<file path="src/rtl/mmio_bridge_pkg.sv">
// Shared types and constants for the crypto MMIO bridge.
// FSM state codes, error read pattern, default window.
package mmio_bridge_pkg;

  typedef logic [2:0] state_t;

  localparam state_t S_IDLE    = 3'd0;
  localparam state_t S_RD_REQ  = 3'd1;
  localparam state_t S_RD_WAIT = 3'd2;
  localparam state_t S_WR_REQ  = 3'd3;
  localparam state_t S_WR_WAIT = 3'd4;
  localparam state_t S_RESP    = 3'd5;

  localparam logic [31:0] ERR_RDATA = 32'hDEAD_BEEF;
  localparam logic [31:0] DEF_BASE  = 32'h4000_0000;
  localparam logic [31:0] DEF_LIMIT = 32'h4000_4FFF;

endpackage

</file>
<file path="src/rtl/mmio_byte_merge.sv">
// Byte-lane merge: lanes with wstrb set come from new_word.
// Ports: old_word, new_word, wstrb in; merged out.
module mmio_byte_merge (
  input  logic [31:0] old_word,
  input  logic [31:0] new_word,
  input  logic [3:0]  wstrb,
  output logic [31:0] merged
);

  always_comb begin
    merged = old_word;
    for (int i = 0; i < 4; i++) begin
      if (wstrb[i]) begin
        merged[8*i +: 8] = new_word[8*i +: 8];
      end
    end
  end

endmodule

</file>
<file path="src/rtl/mmio_bus_bridge.sv">
// Core load/store port to word-only crypto MMIO bus bridge.
// Ports: clk/rst, req_* (core side), rsp_* (response), m_* (bus).
module mmio_bus_bridge
  import mmio_bridge_pkg::*;
#(
  parameter logic [31:0] PERIPH_BASE    = DEF_BASE,
  parameter logic [31:0] PERIPH_LIMIT   = DEF_LIMIT,
  parameter int unsigned TIMEOUT_CYCLES = 64
) (
  input  logic        clk,
  input  logic        rst,
  input  logic        req_valid,
  output logic        req_ready,
  input  logic [31:0] req_addr,
  input  logic        req_we,
  input  logic [31:0] req_wdata,
  input  logic [3:0]  req_wstrb,
  output logic        rsp_valid,
  output logic [31:0] rsp_rdata,
  output logic        rsp_err,
  output logic [31:0] m_addr,
  output logic [31:0] m_wdata,
  output logic        m_we,
  output logic        m_valid,
  input  logic [31:0] m_rdata,
  input  logic        m_ready
);

  localparam logic [7:0] TO_LAST = 8'(TIMEOUT_CYCLES - 1);

  state_t      state;
  logic        r_we;
  logic [31:0] r_wdata;
  logic [3:0]  r_wstrb;
  logic [7:0]  cnt;
  logic [31:0] merged;
  logic        in_range;

  assign in_range = (req_addr >= PERIPH_BASE) &&
                    (req_addr <= PERIPH_LIMIT);

  // Held low while rst is asserted so nothing leaks out mid-reset.
  assign req_ready = !rst && (state == S_IDLE);
  assign rsp_valid = !rst && (state == S_RESP);
  assign m_valid   = !rst &&
                     ((state == S_RD_REQ) || (state == S_WR_REQ));

  mmio_byte_merge u_merge (
    .old_word (m_rdata),
    .new_word (r_wdata),
    .wstrb    (r_wstrb),
    .merged   (merged)
  );

  always_ff @(posedge clk) begin
    if (rst) begin
      state     <= S_IDLE;
      r_we      <= 1'b0;
      r_wdata   <= '0;
      r_wstrb   <= '0;
      cnt       <= '0;
      m_addr    <= '0;
      m_wdata   <= '0;
      m_we      <= 1'b0;
      rsp_rdata <= '0;
      rsp_err   <= 1'b0;
    end else begin
      unique case (state)
        S_IDLE: begin
          if (req_valid) begin
            r_we    <= req_we;
            r_wdata <= req_wdata;
            r_wstrb <= req_wstrb;
            if (!in_range) begin
              rsp_rdata <= ERR_RDATA;
              rsp_err   <= 1'b1;
              state     <= S_RESP;
            end else if (req_we && req_wstrb == 4'h0) begin
              rsp_rdata <= '0;
              rsp_err   <= 1'b0;
              state     <= S_RESP;
            end else begin
              m_addr <= {req_addr[31:2], 2'b00};
              if (req_we && req_wstrb == 4'hF) begin
                m_we    <= 1'b1;
                m_wdata <= req_wdata;
                state   <= S_WR_REQ;
              end else begin
                m_we  <= 1'b0;
                state <= S_RD_REQ;
              end
            end
          end
        end
        S_RD_REQ, S_RD_WAIT: begin
          if (m_ready) begin
            if (r_we) begin
              // RMW: read data merges into the pending store
              m_we    <= 1'b1;
              m_wdata <= merged;
              state   <= S_WR_REQ;
            end else begin
              rsp_rdata <= m_rdata;
              rsp_err   <= 1'b0;
              state     <= S_RESP;
            end
          end else if (state == S_RD_REQ) begin
            cnt   <= '0;
            state <= S_RD_WAIT;
          end else if (cnt == TO_LAST) begin
            rsp_rdata <= ERR_RDATA;
            rsp_err   <= 1'b1;
            state     <= S_RESP;
          end else begin
            cnt <= cnt + 8'd1;
          end
        end
        S_WR_REQ, S_WR_WAIT: begin
          if (m_ready) begin
            rsp_rdata <= '0;
            rsp_err   <= 1'b0;
            state     <= S_RESP;
          end else if (state == S_WR_REQ) begin
            cnt   <= '0;
            state <= S_WR_WAIT;
          end else if (cnt == TO_LAST) begin
            rsp_rdata <= ERR_RDATA;
            rsp_err   <= 1'b1;
            state     <= S_RESP;
          end else begin
            cnt <= cnt + 8'd1;
          end
        end
        S_RESP: begin
          state <= S_IDLE;
        end
        default: begin
          state <= S_IDLE;
        end
      endcase
    end
  end

endmodule

</file>
<file path="config.mk">
export PLATFORM = sky130hd
export DESIGN_NAME = mmio_bus_bridge
export DESIGN_NICKNAME = d
export VERILOG_FILES = /design/src/rtl/mmio_bridge_pkg.sv /design/src/rtl/mmio_byte_merge.sv /design/src/rtl/mmio_bus_bridge.sv
export SDC_FILE = /design/constraint.sdc
export NUM_CORES = 1
export LEC_CHECK = 0
export BUFFER_PORTS_ARGS = -buffer_cell sky130_fd_sc_hd__buf_2
export CORE_UTILIZATION = 47
export CTS_CLUSTER_DIAMETER = 80
export DETAILED_ROUTE_END_ITERATION = 12
export PLACE_DENSITY = 0.88
export SLEW_MARGIN = 25
export SYNTH_ARGS = -nofsm -noshare
export SYNTH_HDL_FRONTEND = slang
export SYNTH_SLANG_ARGS = --single-unit
</file>
<file path="constraint.sdc">
create_clock -name clk -period 2.1 [get_ports clk]
set_input_delay 0.105 -clock clk [delete_from_list [all_inputs] [get_ports clk]]
set_output_delay 0.105 -clock clk [all_outputs]
set_load 0.03 [all_outputs]
</file>
Yosys cells after proc, flatten, opt, wreduce, memory -nomap -nowiden

Index checks and enable logic that the tools add are counted.

Bits in read-only memories: 0
Bits in writable memories: 0
Output and inout port bits: 101
Bits of input ports: 105
Register bits after elaboration: 144
Memories: 0
Bits in latches: 0

$mul: 0
Reductions and logical operators: 21
Add/sub/neg operators: 1
Bitwise operators: 1
Divide/modulo/power cells: 0
Order comparisons: 2
Shift operators: 0
Multiplexer cells: 55
Equality and inequality tests: 19

Operators with widths:

| operator             | number |
|---|---|
| $mux 32              | 15 |
| $pmux 32 s3          | 1 |
| $mux 8               | 9 |
| $pmux 32 s2          | 1 |
| $ge 32x31->1 const B | 1 |
| $le 32x31->1 const B | 1 |
| $mux 3               | 9 |
| $pmux 8 s2           | 1 |
| $mux 1               | 15 |
| $ne 2x2->1 const B   | 7 |
| $reduce_and 6->1     | 2 |
| $ne 3x3->1 const B   | 3 |
| $pmux 3 s3           | 1 |
| $add 8x1->8 const B  | 1 |
| $eq 8x6->1 const B   | 1 |
| $reduce_and 7->1     | 1 |
| $eq 3x2->1 const B   | 2 |
| $eq 3x3->1 const B   | 2 |
| $logic_and 1x1->1    | 6 |
| $eq 4x4->1 const B   | 1 |
| $logic_not 4->1      | 1 |
| $reduce_and 4->1     | 1 |
| $reduce_bool 2->1    | 2 |
| $reduce_or 2->1      | 2 |
| 13 further kinds     | 13 |

Longest topological paths before layout

Gate-level depths: netlist of the first run.

Word-level depth: 7
Mapped depth: 8
Mapped depth without buffers: 6

Modules after synthesis

Synthesis of the first run repeated with hierarchy kept, for this count alone.

Cells, all modules: 747
Area, all modules: 6671.4 µm²

Modules (own cells, without submodules):

| module          | area an instance (µm²) | cells each | instances |
|---|---|---|---|
| mmio_bus_bridge | 6145.9                 | 711        | 1 |
| mmio_byte_merge | 525.5                  | 36         | 1 |

Least setup slack after synthesis of the first run

Ideal clock, no wire load.

Path type: register -> register
Start: reg state[2]
End: reg rsp_rdata[10]
Arrival: 1.897 ns
Path buffers: 3
Data required time: 1.953 ns
Stages on the path, launching flop included: 8
Path slack: 0.056 ns
Path through: dfxtp_1 or3_1 buf_2 or4_1 buf_2 buf_2 a21oi_1 a311oi_2

Cells in the longest elaborated chain, start to end: 4
Elaborated cells on any way between the ends: 15
Those cells by class: eq/ne: 9; mux: 1; reduce/logical: 5

RTL lines:

| item                                                      | RTL line                                      | source |
|---|---|---|
| from (decl)                                               | mmio_bus_bridge.sv:31                         | `state_t state;` |
| from (signal assigned)                                    | mmio_bus_bridge.sv:57                         | `state <= S_IDLE;` |
| from (signal assigned)                                    | mmio_bus_bridge.sv:77                         | `state <= S_RESP;` |
| from (signal assigned)                                    | mmio_bus_bridge.sv:81                         | `state <= S_RESP;` |
| $eq 3x1->1 (tied with other cells)                        | mmio_bus_bridge.sv:68, mmio_bus_bridge.sv:107 |  |
| $reduce_or 2->1                                           | mmio_bus_bridge.sv:68                         | `unique case (state)` |
| $ne 3x3->1 (no line) or $reduce_bool 3->1 (tied branches) | -                                             |  |
| $reduce_and 6->1 (no line)                                | -                                             |  |
| to (signal assigned)                                      | mmio_bus_bridge.sv:103                        | `rsp_rdata <= m_rdata;` |
| to (decl)                                                 | mmio_bus_bridge.sv:19                         | `output logic [31:0] rsp_rdata,` |

Parallel ways exist; a longest one is shown, timed or not.
A chain may end at the register's enable or synchronous reset.

Worst setup path after layout of the first run

Start: reg cnt[0]
End: reg rsp_rdata[22]

Cells in the longest elaborated chain, start to end: 5
Elaborated cells on any way between the ends: 7
Those cells by class: eq/ne: 1; mux: 6

RTL lines:

| item                                            | RTL line                                       | source |
|---|---|---|
| from (decl)                                     | mmio_bus_bridge.sv:35                          | `logic [7:0] cnt;` |
| from (signal assigned)                          | mmio_bus_bridge.sv:115                         | `cnt <= cnt + 8'd1;` |
| from (signal assigned)                          | mmio_bus_bridge.sv:131                         | `cnt <= cnt + 8'd1;` |
| $eq 8x6->1 (*)                                  | mmio_bus_bridge.sv:110, mmio_bus_bridge.sv:126 |  |
| $mux 32 (*)                                     | -                                              |  |
| $mux 32, on equally long branches (2 in series) | -                                              |  |
| $pmux 32 s3 (*)                                 | -                                              |  |

Mark *: on every way between the ends. The rest lies on a longest branch, timed or not. The select of a mux whose other input is x is not followed.

==> metrics.md, run 1 <==
| Metric | Value |
|---|---|
| Initial core utilization | `around 48%` |
| Vias per inst | `5.67` |
| Clock Tree Root | `clkbuf_16` |
| Final core utilization | `66.7%` |
| Worst hold path type | `in2reg` |
| Global-route wire length before repair | `between 30 and 40 mm` |
| ANT nets after route | `0` |
| Die width | `around 120 um` |
| Crit Path Class | `reg2reg` |
| Buffers plus inverters on the worst setup path | `1` |
| Syn Inst Count | `784` |
| Critical path required time | `2400 ps` |
| Die area | `around 0.015 mm2` |
| Worst Tran Pin Value | `731 ps` |
| Crit path DAT | `about 2300 ps` |
| Area grow syn2layout | `38.4%` |
| Post-Place Cell Area | `between 0.008 and 0.009 mm2` |
| F_max | `497 MHz` |
| Final global-route overflow total | `0` |
| #FFs+latches synth | `144` |
| Clock Latency Late Sink | `420 ps` |
| Vias in the first global route | `6316` |
| Sequential area share after synthesis | `between 40% and 50%` |
| Worst Reg-to-Reg Cells | `7` |
| DRT iter0 DRCs | `516` |
| Final max-slew violation count | `0` |
| Via count | `6916` |
| CTS Sinks | `144` |
| Initial antenna violation count | `4` |
| Worst hold stages | `2` |
| Final hold viol count | `0` |
| Worst slew margin | `51.1%` |
| Num rows | `43` |
| Gpl congestion | `0.838` |
| Hold Slack | `roughly 83 ps` |
| Port-buffer cells | `201` |
| DP Worst Slack | `-75.5 ps` |
| Pre-Repair DR Iteration Count | `7` |
| Final Cycle Share | `95.8%` |
| Synth Flop Type | `dfxtp_1` |
| Critical Path End Type | `register` |
| Post-synthesis average cell area | `8.53 um2` |
| Final instance count without filler cells | `1219` |
| CTS tree | `done` |
| Clk buf depth | `2` |
| CP max FO | `8` |
| Mapped Area | `approximately 0.0067 mm2` |
| Layout Nets | `1128` |
| Design area | `0.00926 mm2` |
| IO Count | `206` |
| Post-synth EDFFs | `0` |
| Chip height | `121 um` |
| Wire length per cell | `16.8 um` |
| Synth unique cells | `53` |
| WP depth | `7` |
| Largest delay share family, worst path | `simple AND/OR/NAND/NOR gates` |
| Status | `complete, no violations` |
| Worst vdd ir | `~0.65 mV` |
| R2R setup slack | `a little under 90 ps` |
| Final WL | `between 20 and 25 mm` |
| Unrepaired setup endpoints after global routing | `false` |
| P per Cell Area | `slightly below 1000 mW/mm2` |
| Worst path cell trace | `ha_1 -> nand2_1 -> or4_1 -> nand2_2 -> a31oi_4 -> buf_12 -> a22o_1` |
| Placed insts | `around 1100` |
| Setup WS post-layout | `88.4 ps` |
| Ratio of cells with drive above 1 in the final layout | `29.5%` |
| Leakage | `0.00383 uW` |
| Reg clk slew, reported paths | `60 ps` |
| Drc violations | `0` |
| Clock Skew | `8.89 ps` |
| CTS Buf Count | `17` |
| Synth warn | `0` |
| Detailed Place HPWL | `13.0 mm` |
| Post-synthesis async set-or-reset flop share | `0%` |
| Final Setup Violations | `0` |
| Maximum capacitance violations | `0` |
| Core box area | `0.0139 mm2` |
| Crit path time final | `between 2000 and 2500 ps` |
| CTS H-Tree Depth | `4` |
| Total global-route track usage | `between 20 and 30%` |
| Worst Setup Start Kind | `register` |
| Highest cell delay on the worst timing path | `roughly 470 ps` |
| Largest net degree at the start of global routing | `66` |
| CP max stage cell | `or4_1` |
==> where the power goes <==
part / total (uW) / leakage [uW] / internal (uW) / switching, uW
clock: 3140 / 0.000304 / 1980 / 1160
sequential: 3260 / 0.00117 / 3030 / 233
combinational: 2730 / 0.00235 / 997 / 1730
total: 9130 / 0.00383 / 6010 / 3120
==> layout make-up <==
type,count,area [um2]
Inverter,4,15.0
Antenna cell,4,10.0
Timing Repair Buffer,294,1980
Tap cell,180,225
Multi-Input combinational cell,561,3530
Clock buffer,21,480
Clock inverter,11,135
Sequential cell,144,2880
Fill cell,1113,4620
==> cell usage after synthesis (4+ instances only) <==
| master | n | area share [%] |
|---|---|---|
| dfxtp_1 | 144 | 43 |
| a21oi_1 | 125 | 9.3 |
| nand2_1 | 84 | 4.7 |
| nor2_1 | 63 | 3.5 |
| o21ai_0 | 61 | 4.6 |
| clkbuf_1 | 51 | 2.9 |
| mux2i_1 | 45 | 6.7 |
| nor2b_1 | 35 | 3.3 |
| o41ai_1 | 32 | 4.2 |
| a311oi_2 | 19 | 4.3 |
| and2_1 | 19 | 1.8 |
| buf_2 | 12 | 0.90 |
| a22o_1 | 8 | 1.0 |
| buf_1 | 8 | 0.45 |
| nor3_1 | 8 | 0.60 |
| a311oi_1 | 5 | 0.65 |
| nand4_1 | 5 | 0.47 |
| inv_1 | 4 | 0.22 |
| xor2_1 | 4 | 0.52 |
==> metrics by stage <==
| stage | power (uW) | TNS, ps |
|---|---|---|
| after global routing | 9500 | 0 |
| after detailed placement | 5860 | -482 |
| after floorplan | 5040 | 0 |
| after global placement | 5800 | -410 |
| after CTS | 9080 | 0 |
| final | 9130 | 0 |
==> placed cells by master, fill, tap and decap left out, types with 31 or more instances in the layout <==
cell type	count
a21oi_1	124
buf_2	200
dfxtp_1	144
dlygate4sd3_1	58
mux2i_1	45
nand2_1	83
nor2_1	62
nor2b_1	35
o21ai_0	61
o41ai_1	31
==> repair_timing <==
action                                 in CTS  in global routing
resized for setup                           0                  6
endpoints found under the hold margin      58                  0
setup endpoints to repair                   8                 41
buffers inserted                            1                  0
pin swaps                                   1                  0
hold buffers                               58                  0
==> flip-flops by register name, summed over array words and instances, names as in the netlist <==
register,count
r_wdata,32
state,3
r_wstrb,4
r_we,1
cnt,8
m_we,1
m_wdata,32
rsp_rdata,32
rsp_err,1
m_addr,30
==> layer usage <==
| metal | vias up | wire length [um] | GRT usage [%] |
|---|---|---|---|
| li1 | 3286 | - | - |
| met1 | 3179 | 8570 | 34.3 |
| met2 | 365 | 9520 | 43.0 |
| met3 | 86 | 1410 | 6.02 |
| met4 | 0 | 1050 | 17.9 |
| met5 | - | 0 | 0 |
==> cells by family after synthesis <==
kind of cell               after synthesis  share of synthesized area [%]
AOI/OAI and AO/OA                      267                           26.6
xor gates and xnor gates                 6                          0.785
adders and majority gates                1                          0.187
buffers and inverters                   80                           5.16
DFF                                    144                           43.1
muxes                                   46                           6.90
other                                    1                         0.0560
and+or+nand+nor                        239                           17.3
==> path summary, 6_finish.rpt <==
kind,start,to
setup / recovery,cnt[0],rsp_rdata[22]
hold / removal,rst,m_addr[30]
setup reg to reg,cnt[0],rsp_rdata[22]
hold reg to reg,m_addr[31],m_addr[31]
==> worst reg2reg max path, stage by stage, from the launching register on <==
cell,delay [ps]
dfxtp_1,410
ha_1,260
nand2_1,120
or4_1,470
nand2_2,180
a31oi_4,110
buf_12,160
a22o_1,190
Note: power is estimated with default switching activity, not from simulation.
==> run 2: changes to the inputs <==
--- a/config.mk
+++ b/config.mk
@@ -13,4 +13,5 @@
 export SLEW_MARGIN = 25
 export SYNTH_ARGS = -nofsm -noshare
 export SYNTH_HDL_FRONTEND = slang
+export SYNTH_HIERARCHICAL = 1
 export SYNTH_SLANG_ARGS = --single-unit
==> metrics.md, run 2 <==
| Metric | Value |
|---|---|
| Status | `complete, no violations (unchanged)` |
| Hold EP | `rsp_rdata[6] (was m_addr[30])` |
| P per Cell Area | `1170 mW/mm2 (was 985 mW/mm2)` |
| Crit path DAT | `2410 ps (was 2310 ps)` |
| Core box area | `0.0139 mm2 (unchanged)` |
| Final hold viol count | `0 (unchanged)` |
| Synth unique cells | `55 (was 53)` |
| Highest cell delay on the worst timing path | `390 ps (was 470 ps)` |
| Clock Skew | `7.00 ps (was 8.89 ps)` |
| R2R Path End | `rsp_rdata[29] (was rsp_rdata[22])` |
| Crit path time final | `2040 ps (was 2010 ps)` |
| Maximum capacitance violations | `0 (unchanged)` |
| GR peak layer | `met2 (unchanged)` |
| Most used cell, CP | `buf_4` |
| Reg-to-Reg Start | `state[0] (was cnt[0])` |
| Num rows | `43 (unchanged)` |
| Initial antenna violation count | `0 (was 4)` |
| Final WL | `21.9 mm (was 20.5 mm)` |
| Worst Hold Launch | `m_rdata[6] (was rst)` |
| Mapped Area | `0.00667 mm2 (was 0.00669 mm2)` |
| Clock Tree Root | `clkbuf_16 (unchanged)` |
| Synth Flop Type | `dfxtp_1 (unchanged)` |
| Port-buffer cells | `201 (unchanged)` |
| Top-count cell post-synth | `nand2_1 (was dfxtp_1)` |
| Total global-route track usage | `29.7% (was 27.6%)` |
| Worst hold stages | `4 (was 2)` |
| Filler instances | `1031 (was 1113)` |
| Gpl congestion | `0.949 (was 0.838)` |
| Regs by FF count | `m_wdata: 32 flops, r_wdata: 32 flops, rsp_rdata: 32 flops (unchanged)` |
| R2R setup slack | `60 ps (was 90 ps)` |
| Clock Latency Late Sink | `430 ps (was 420 ps)` |
| Die width | `121 um (about the same)` |
| CTS Buf Count | `17 (unchanged)` |
| Hold Slack | `37.0 ps (was 82.5 ps)` |
| Worst path cell trace | `buf_4 -> o21a_1 -> buf_4 -> nor3_2 -> buf_6 -> nand2_1 -> a31oi_4 -> buf_4 -> a22o_1 (was ha_1 -> nand2_1 -> or4_1 -> nand2_2 -> a31oi_4 -> buf_12 -> a22o_1)` |
| Met3 global-route usage | `8.27% (was 6.02%)` |
| Worst hold path type | `in2reg (unchanged)` |
| Drc violations | `0 (unchanged)` |
| CP max stage cell | `dfxtp_1 (was or4_1)` |
| Commonest non-fill, non-tap cell in the layout | `buf_2 (unchanged)` |
| Final Cycle Share | `97.2% (was 95.8%)` |
| Worst Tran Pin Value | `717 ps (was 731 ps)` |
| Synth top area cells | `dfxtp_1, nand2_1, mux2_4, a21oi_1, mux2i_1 (was dfxtp_1, a21oi_1, mux2i_1, nand2_1, o21ai_0)` |
| Post-synth EDFFs | `0 (unchanged)` |
| Chip height | `121 um (about the same)` |
| Syn Inst Count | `747 (was 784)` |
| Most frequent cells in the layout | `buf_2, nand2_1, dfxtp_1 (was buf_2, dfxtp_1, a21oi_1)` |
| CP max FO | `25 (was 8)` |
| Top cells by count, synth | `nand2_1, dfxtp_1, a21oi_1, mux2i_1 (was dfxtp_1, a21oi_1, nand2_1, nor2_1, o21ai_0)` |
| Wire length per cell | `18.3 um (was 16.8 um)` |
| Synth warn | `6 (was 0)` |
| Critical path required time | `2470 ps (was 2400 ps)` |
| Detailed Place HPWL | `13.8 mm (was 13.0 mm)` |
| Post-synth top area share | `43.2% (was 43.1%)` |
| Antenna cells | `0 (was 4)` |
| Worst Reg-to-Reg Cells | `9 (was 7)` |
| #FFs+latches synth | `144 (unchanged)` |
| Area grow syn2layout | `38.8% (was 38.4%)` |
| Switching share of power | `36.2% (was 34.2%)` |
| CTS tree | `done (unchanged)` |
| Layout Nets | `1109 (was 1128)` |
| Flip-flop and latch area | `0.00288 mm2 (unchanged)` |
| CTS H-Tree Depth | `4 (unchanged)` |
| Final max-slew violation count | `0 (unchanged)` |
| Crit Path Class | `reg2reg (unchanged)` |
| Worst Setup Start Kind | `register (unchanged)` |
| Final global-route overflow total | `0 (unchanged)` |
| DRT iter0 DRCs | `523 (was 516)` |
| Multi-input logic area | `0.00357 mm2 (was 0.00353 mm2)` |
| IO Count | `206 (unchanged)` |
| Global-route wire length before repair | `33.4 mm (was 31.7 mm)` |
| Critical Path End Type | `register (unchanged)` |
| Leakage | `0.00400 uW (was 0.00383 uW)` |
| Die area | `0.0147 mm2 (about the same)` |
| Largest area contributor in the netlist | `dfxtp_1 (unchanged)` |
| Sequential share of power | `33.0% (was 35.7%)` |
| Clock network fraction of total power | `30.8% (was 34.4%)` |
| Worst vdd ir | `0.760 mV (was 0.650 mV)` |
| Grt met1 use | `35.8% (was 34.3%)` |
| Pre-Repair DR Iteration Count | `5 (was 7)` |
| Gate power share | `36.1% (was 29.9%)` |
| Reg clk slew, reported paths | `60 ps (about the same)` |
| Final Power | `10800 uW (was 9130 uW)` |
| Initial core utilization | `48.1% (was 48.2%)` |
| Clk buf depth | `2 (unchanged)` |
| Worst slew margin | `52.1% (was 51.1%)` |
| Vias in the first global route | `6624 (was 6316)` |
| Ratio of cells with drive above 1 in the final layout | `31.5% (was 29.5%)` |
| Met2 usage | `46.3% (was 43.0%)` |
| ANT nets after route | `0 (unchanged)` |
| Largest net degree at the start of global routing | `59 (was 66)` |
| Post-synthesis average cell area | `8.93 um2 (was 8.53 um2)` |
| NetSw | `3920 uW (was 3120 uW)` |
| P_int | `6900 uW (was 6010 uW)` |
| F_max | `490 MHz (was 497 MHz)` |
| Sequential area share after synthesis | `43.2% (was 43.1%)` |
| Final Setup Violations | `0 (unchanged)` |
| Via count | `6801 (was 6916)` |
| CTS Sinks | `144 (unchanged)` |
| Post-synthesis async set-or-reset flop share | `0% (unchanged)` |
| Vias per inst | `5.69 (was 5.67)` |
==> run 2: what timing repair did <==
item,in CTS,in global routing
hold endpoints to repair,58,0
pin swaps,1,1
hold buffers,58,0
gates resized for setup,2,9
setup buffers,0,2
setup endpoints to repair,31,40
==> run 2: per-layer routing <==
metal	vias up	wire, um
li1	3150	-
met1	3193	8860
met2	366	10200
met3	92	1840
met4	0	1030
met5	-	0
==> run 2: kinds of logic (layout without fill, tap and decap cells) <==
group | after synthesis | after routing | synth area share (%)
AOI/OAI and AO/OA | 201 | 201 | 19.5
xor gates and xnor gates | 6 | 6 | 0.788
DFF | 144 | 144 | 43.2
adders and majority gates | 1 | 1 | 0.188
other | 1 | 2 | 0.0562
and+or+nand+nor | 266 | 266 | 19.5
muxes | 65 | 65 | 12.2
buffers and inverters | 63 | 331 | 4.56
==> run 2: worst max-delay path by stage <==
| stage | depth (start not counted) | from | end | slack [ps] |
|---|---|---|---|---|
| after global routing | 9 | state[0] | rsp_rdata[29] | -3 |
| after global placement | 6 | state[0] | rsp_rdata[29] | -10 |
| after detailed placement | 6 | state[0] | rsp_rdata[4] | -80 |
| after CTS | 8 | state[0] | rsp_rdata[4] | 6 |
| after floorplan | 6 | state[0] | m_addr[5] | 260 |
| final | 9 | state[0] | rsp_rdata[29] | 60 |
==> run 2: cell type report <==
type                       count  share of cell area (%)
multi-input combinational    541                    38.6
sequential                   144                    31.1
timing repair buffer         295                    20.6
clock buffer                  24                    5.53
tap                          180                    2.43
clock inverter                 8                    1.61
inverter                       4                   0.162
==> run 2: power groups by stage <==
stage	Combinational, uW	Clock, uW	Sequential, uW
2_1_floorplan	1860	0	4270
3_3_place_gp	3620	0	3590
3_5_place_dp	3680	0	3610
4_1_cts	3810	3360	3560
5_1_grt	4160	3480	3640
6_report	3910	3330	3570
==> run 2: critical path, delay by kind of cell, from the launching register on <==
kind | cells | cell delay (ps)
compound gates | 3 | 530
buf+inv | 4 | 740
flops | 1 | 390
simple gates | 2 | 330
==> run 2: through the flow <==
stage	setup WS, ps	cell area, um2	util (%)	instances	TNS, ps
after floorplan	255	6680	-	748	0
final	58.1	9260	66.7	1196	0
after global routing	-3.02	9260	66.7	1196	-3.02
after CTS	5.92	9200	66.3	1194	0
after global placement	-10.9	7940	57.2	1104	-81.3
after detailed placement	-76.8	7940	57.2	1104	-491
==> run 3: changes to the inputs <==
--- a/config.mk
+++ b/config.mk
@@ -5,11 +5,11 @@
 export SDC_FILE = /design/constraint.sdc
 export NUM_CORES = 1
 export LEC_CHECK = 0
-export BUFFER_PORTS_ARGS = -buffer_cell sky130_fd_sc_hd__buf_2
-export CORE_UTILIZATION = 47
+export BUFFER_PORTS_ARGS = -buffer_cell sky130_fd_sc_hd__buf_4
+export CORE_UTILIZATION = 40
 export CTS_CLUSTER_DIAMETER = 80
 export DETAILED_ROUTE_END_ITERATION = 12
-export PLACE_DENSITY = 0.88
+export PLACE_DENSITY = 0.78
 export SLEW_MARGIN = 25
 export SYNTH_ARGS = -nofsm -noshare
 export SYNTH_HDL_FRONTEND = slang
==> metrics.md, run 3 (synthesis results as in run 2) <==
| Metric | Value |
|---|---|
| Worst hold stages | `4 (unchanged)` |
| Core box area | `0.0161 mm2 (was 0.0139 mm2)` |
| Worst Tran Pin Value | `770 ps (was 717 ps)` |
| Crit Path Class | `reg2reg (unchanged)` |
| Final core utilization | `60.8% (was 66.7%)` |
| Final Cycle Share | `96.7% (was 97.2%)` |
| CTS H-Tree Depth | `4 (unchanged)` |
| Clock Skew | `7.45 ps (was 7.00 ps)` |
| Clk buf depth | `2 (unchanged)` |
| Most frequent cells in the layout | `buf_4, nand2_1, dfxtp_1 (was buf_2, nand2_1, dfxtp_1)` |
| Hold EP | `rsp_rdata[3] (was rsp_rdata[6])` |
| Reg clk slew, reported paths | `60 ps (about the same)` |
| Crit path DAT | `2400 ps (was 2410 ps)` |
| Final hold viol count | `0 (unchanged)` |
| DRT iter0 DRCs | `518 (was 523)` |
| CTS Sinks | `144 (unchanged)` |
| Largest net degree at the start of global routing | `56 (was 59)` |
| IO Count | `206 (unchanged)` |
| Global-route wire length before repair | `34.3 mm (was 33.4 mm)` |
| CTS Buf Count | `17 (unchanged)` |
| Critical path required time | `2470 ps (about the same)` |
| Vias per inst | `5.44 (was 5.69)` |
| Leakage | `0.00406 uW (was 0.00400 uW)` |
| Worst Setup Start Kind | `register (unchanged)` |
| Worst Hold Launch | `m_rdata[3] (was m_rdata[6])` |
| Initial core utilization | `41.5% (was 48.1%)` |
| Worst Reg-to-Reg Cells | `5 (was 9)` |
| Filler instances | `1299 (was 1031)` |
| Worst vdd ir | `0.682 mV (was 0.760 mV)` |
| Status | `complete, no violations (unchanged)` |
| R2R Path End | `rsp_rdata[17] (was rsp_rdata[29])` |
| Area grow syn2layout | `46.3% (was 38.8%)` |
| Crit path time final | `2030 ps (was 2040 ps)` |
| P per Cell Area | `1110 mW/mm2 (was 1170 mW/mm2)` |
| Total global-route track usage | `25.2% (was 29.7%)` |
| Critical Path End Type | `register (unchanged)` |
| Final global-route overflow total | `0 (unchanged)` |
| Reg-to-Reg Start | `state[2] (was state[0])` |
| Num rows | `46 (was 43)` |
| Wire length per cell | `17.7 um (was 18.3 um)` |
| CP max FO | `8 (was 25)` |
| F_max | `492 MHz (was 490 MHz)` |
| Initial antenna violation count | `1 (was 0)` |
| Worst slew margin | `48.2% (was 52.1%)` |
| Die width | `131 um (was 121 um)` |
| Vias in the first global route | `6513 (was 6624)` |
| Commonest non-fill, non-tap cell in the layout | `buf_4 (was buf_2)` |
| Pre-Repair DR Iteration Count | `5 (unchanged)` |
| Regs by FF count | `m_wdata: 32 flops, r_wdata: 32 flops, rsp_rdata: 32 flops (unchanged)` |
| Final Power | `10800 uW (about the same)` |
| Hold Slack | `19.1 ps (was 37.0 ps)` |
| Unrepaired setup endpoints after global routing | `true` |
| Final max-slew violation count | `0 (unchanged)` |
| R2R setup slack | `70 ps (was 60 ps)` |
| Layout Nets | `1109 (unchanged)` |
| Design area | `0.00976 mm2 (was 0.00926 mm2)` |
| Final Setup Violations | `0 (unchanged)` |
| Chip height | `131 um (was 121 um)` |
| Via count | `6703 (was 6801)` |
| Detailed Place HPWL | `13.8 mm (about the same)` |
| ANT nets after route | `0 (unchanged)` |
| Clock Latency Late Sink | `430 ps (about the same)` |
| Worst hold path type | `in2reg (unchanged)` |
| Final WL | `21.8 mm (was 21.9 mm)` |
| CTS tree | `done (unchanged)` |
| Clock Tree Root | `clkbuf_16 (unchanged)` |
| Maximum capacitance violations | `0 (unchanged)` |
| Drc violations | `0 (unchanged)` |
| Port-buffer cells | `201 (unchanged)` |
| Ratio of cells with drive above 1 in the final layout | `31.3% (was 31.5%)` |
| Gpl congestion | `0.872 (was 0.949)` |
| Die area | `0.0172 mm2 (was 0.0147 mm2)` |
| Post-Place Cell Area | `0.00847 mm2 (was 0.00794 mm2)` |
run 3: cell count changes in the layout (fill, tap and decap cells not counted), sizes merged, moves of 2 or more:
cell | previous run | this run
clkinvlp | 2 | 4
dlygate4sd3 | 58 | 60
buf | 237 | 234
clkbuf | 24 | 19
clkinv | 2 | 6
run 3: how the worst max path moves through the flow:
stage,start,endpoint
floorplan,state[0],m_addr[5]
global placement,state[1],rsp_rdata[17]
detailed placement,state[0],rsp_rdata[26]
CTS,state[2],rsp_rdata[22]
global route,state[1],m_wdata[7]
finish,state[2],rsp_rdata[17]
run 3: area by class of cell:
type | count | area [um2] | share of cell area [%]
clock inverters | 14 | 166 | 1.70
multi-input cells | 541 | 3560 | 36.5
repair buffers | 295 | 2430 | 24.9
well taps | 216 | 270 | 2.77
flip-flops and latches | 144 | 2880 | 29.5
diodes | 1 | 2.50 | 0.0256
clock buffers | 18 | 429 | 4.40
inverters | 4 | 15.0 | 0.154
run 3: what timing repair did:
item | in CTS | in global routing
setup buffers | 0 | 4
pin swaps | 1 | 2
endpoints found under the hold margin | 60 | 0
hold buffers | 60 | 0
cloned | 0 | 1
resized for setup | 2 | 3
endpoints found under the setup margin | 46 | 53
run 3: metrics by stage:
| step | TNS [ps] | instances | setup WS, ps |
|---|---|---|---|
| floorplan | 0 | 748 | 255 |
| global placement | -2080 | 1135 | -122 |
| global route | -19.1 | 1233 | -9.29 |
| CTS | 0 | 1227 | 9.27 |
| finish | 0 | 1233 | 69.0 |
| detailed placement | -2880 | 1135 | -105 |
run 3: worst max-delay path: stages, from the launching register on:
cell and delay [ps]:
dfxtp_1 350, or3_1 470, or4_4 630, a31oi_4 230
buf_12 160, a22o_1 130
run 3: layer usage:
metal,part of all wire (%),vias to the layer above,global-route usage (%)
li1,-,3158,-
met1,42,3191,31.3
met2,47,289,40.0
met3,6.9,65,5.94
met4,4.1,0,13.9
met5,0,-,0
run 3: where the power goes:
| part | leakage (uW) | internal (uW) | switching [uW] | total [uW] |
|---|---|---|---|---|
| registers | 0.00118 | 3230 | 369 | 3590 |
| logic | 0.00260 | 1760 | 2390 | 4160 |
| clock network | 0.000282 | 1860 | 1200 | 3060 |
| total | 0.00406 | 6850 | 3960 | 10800 |
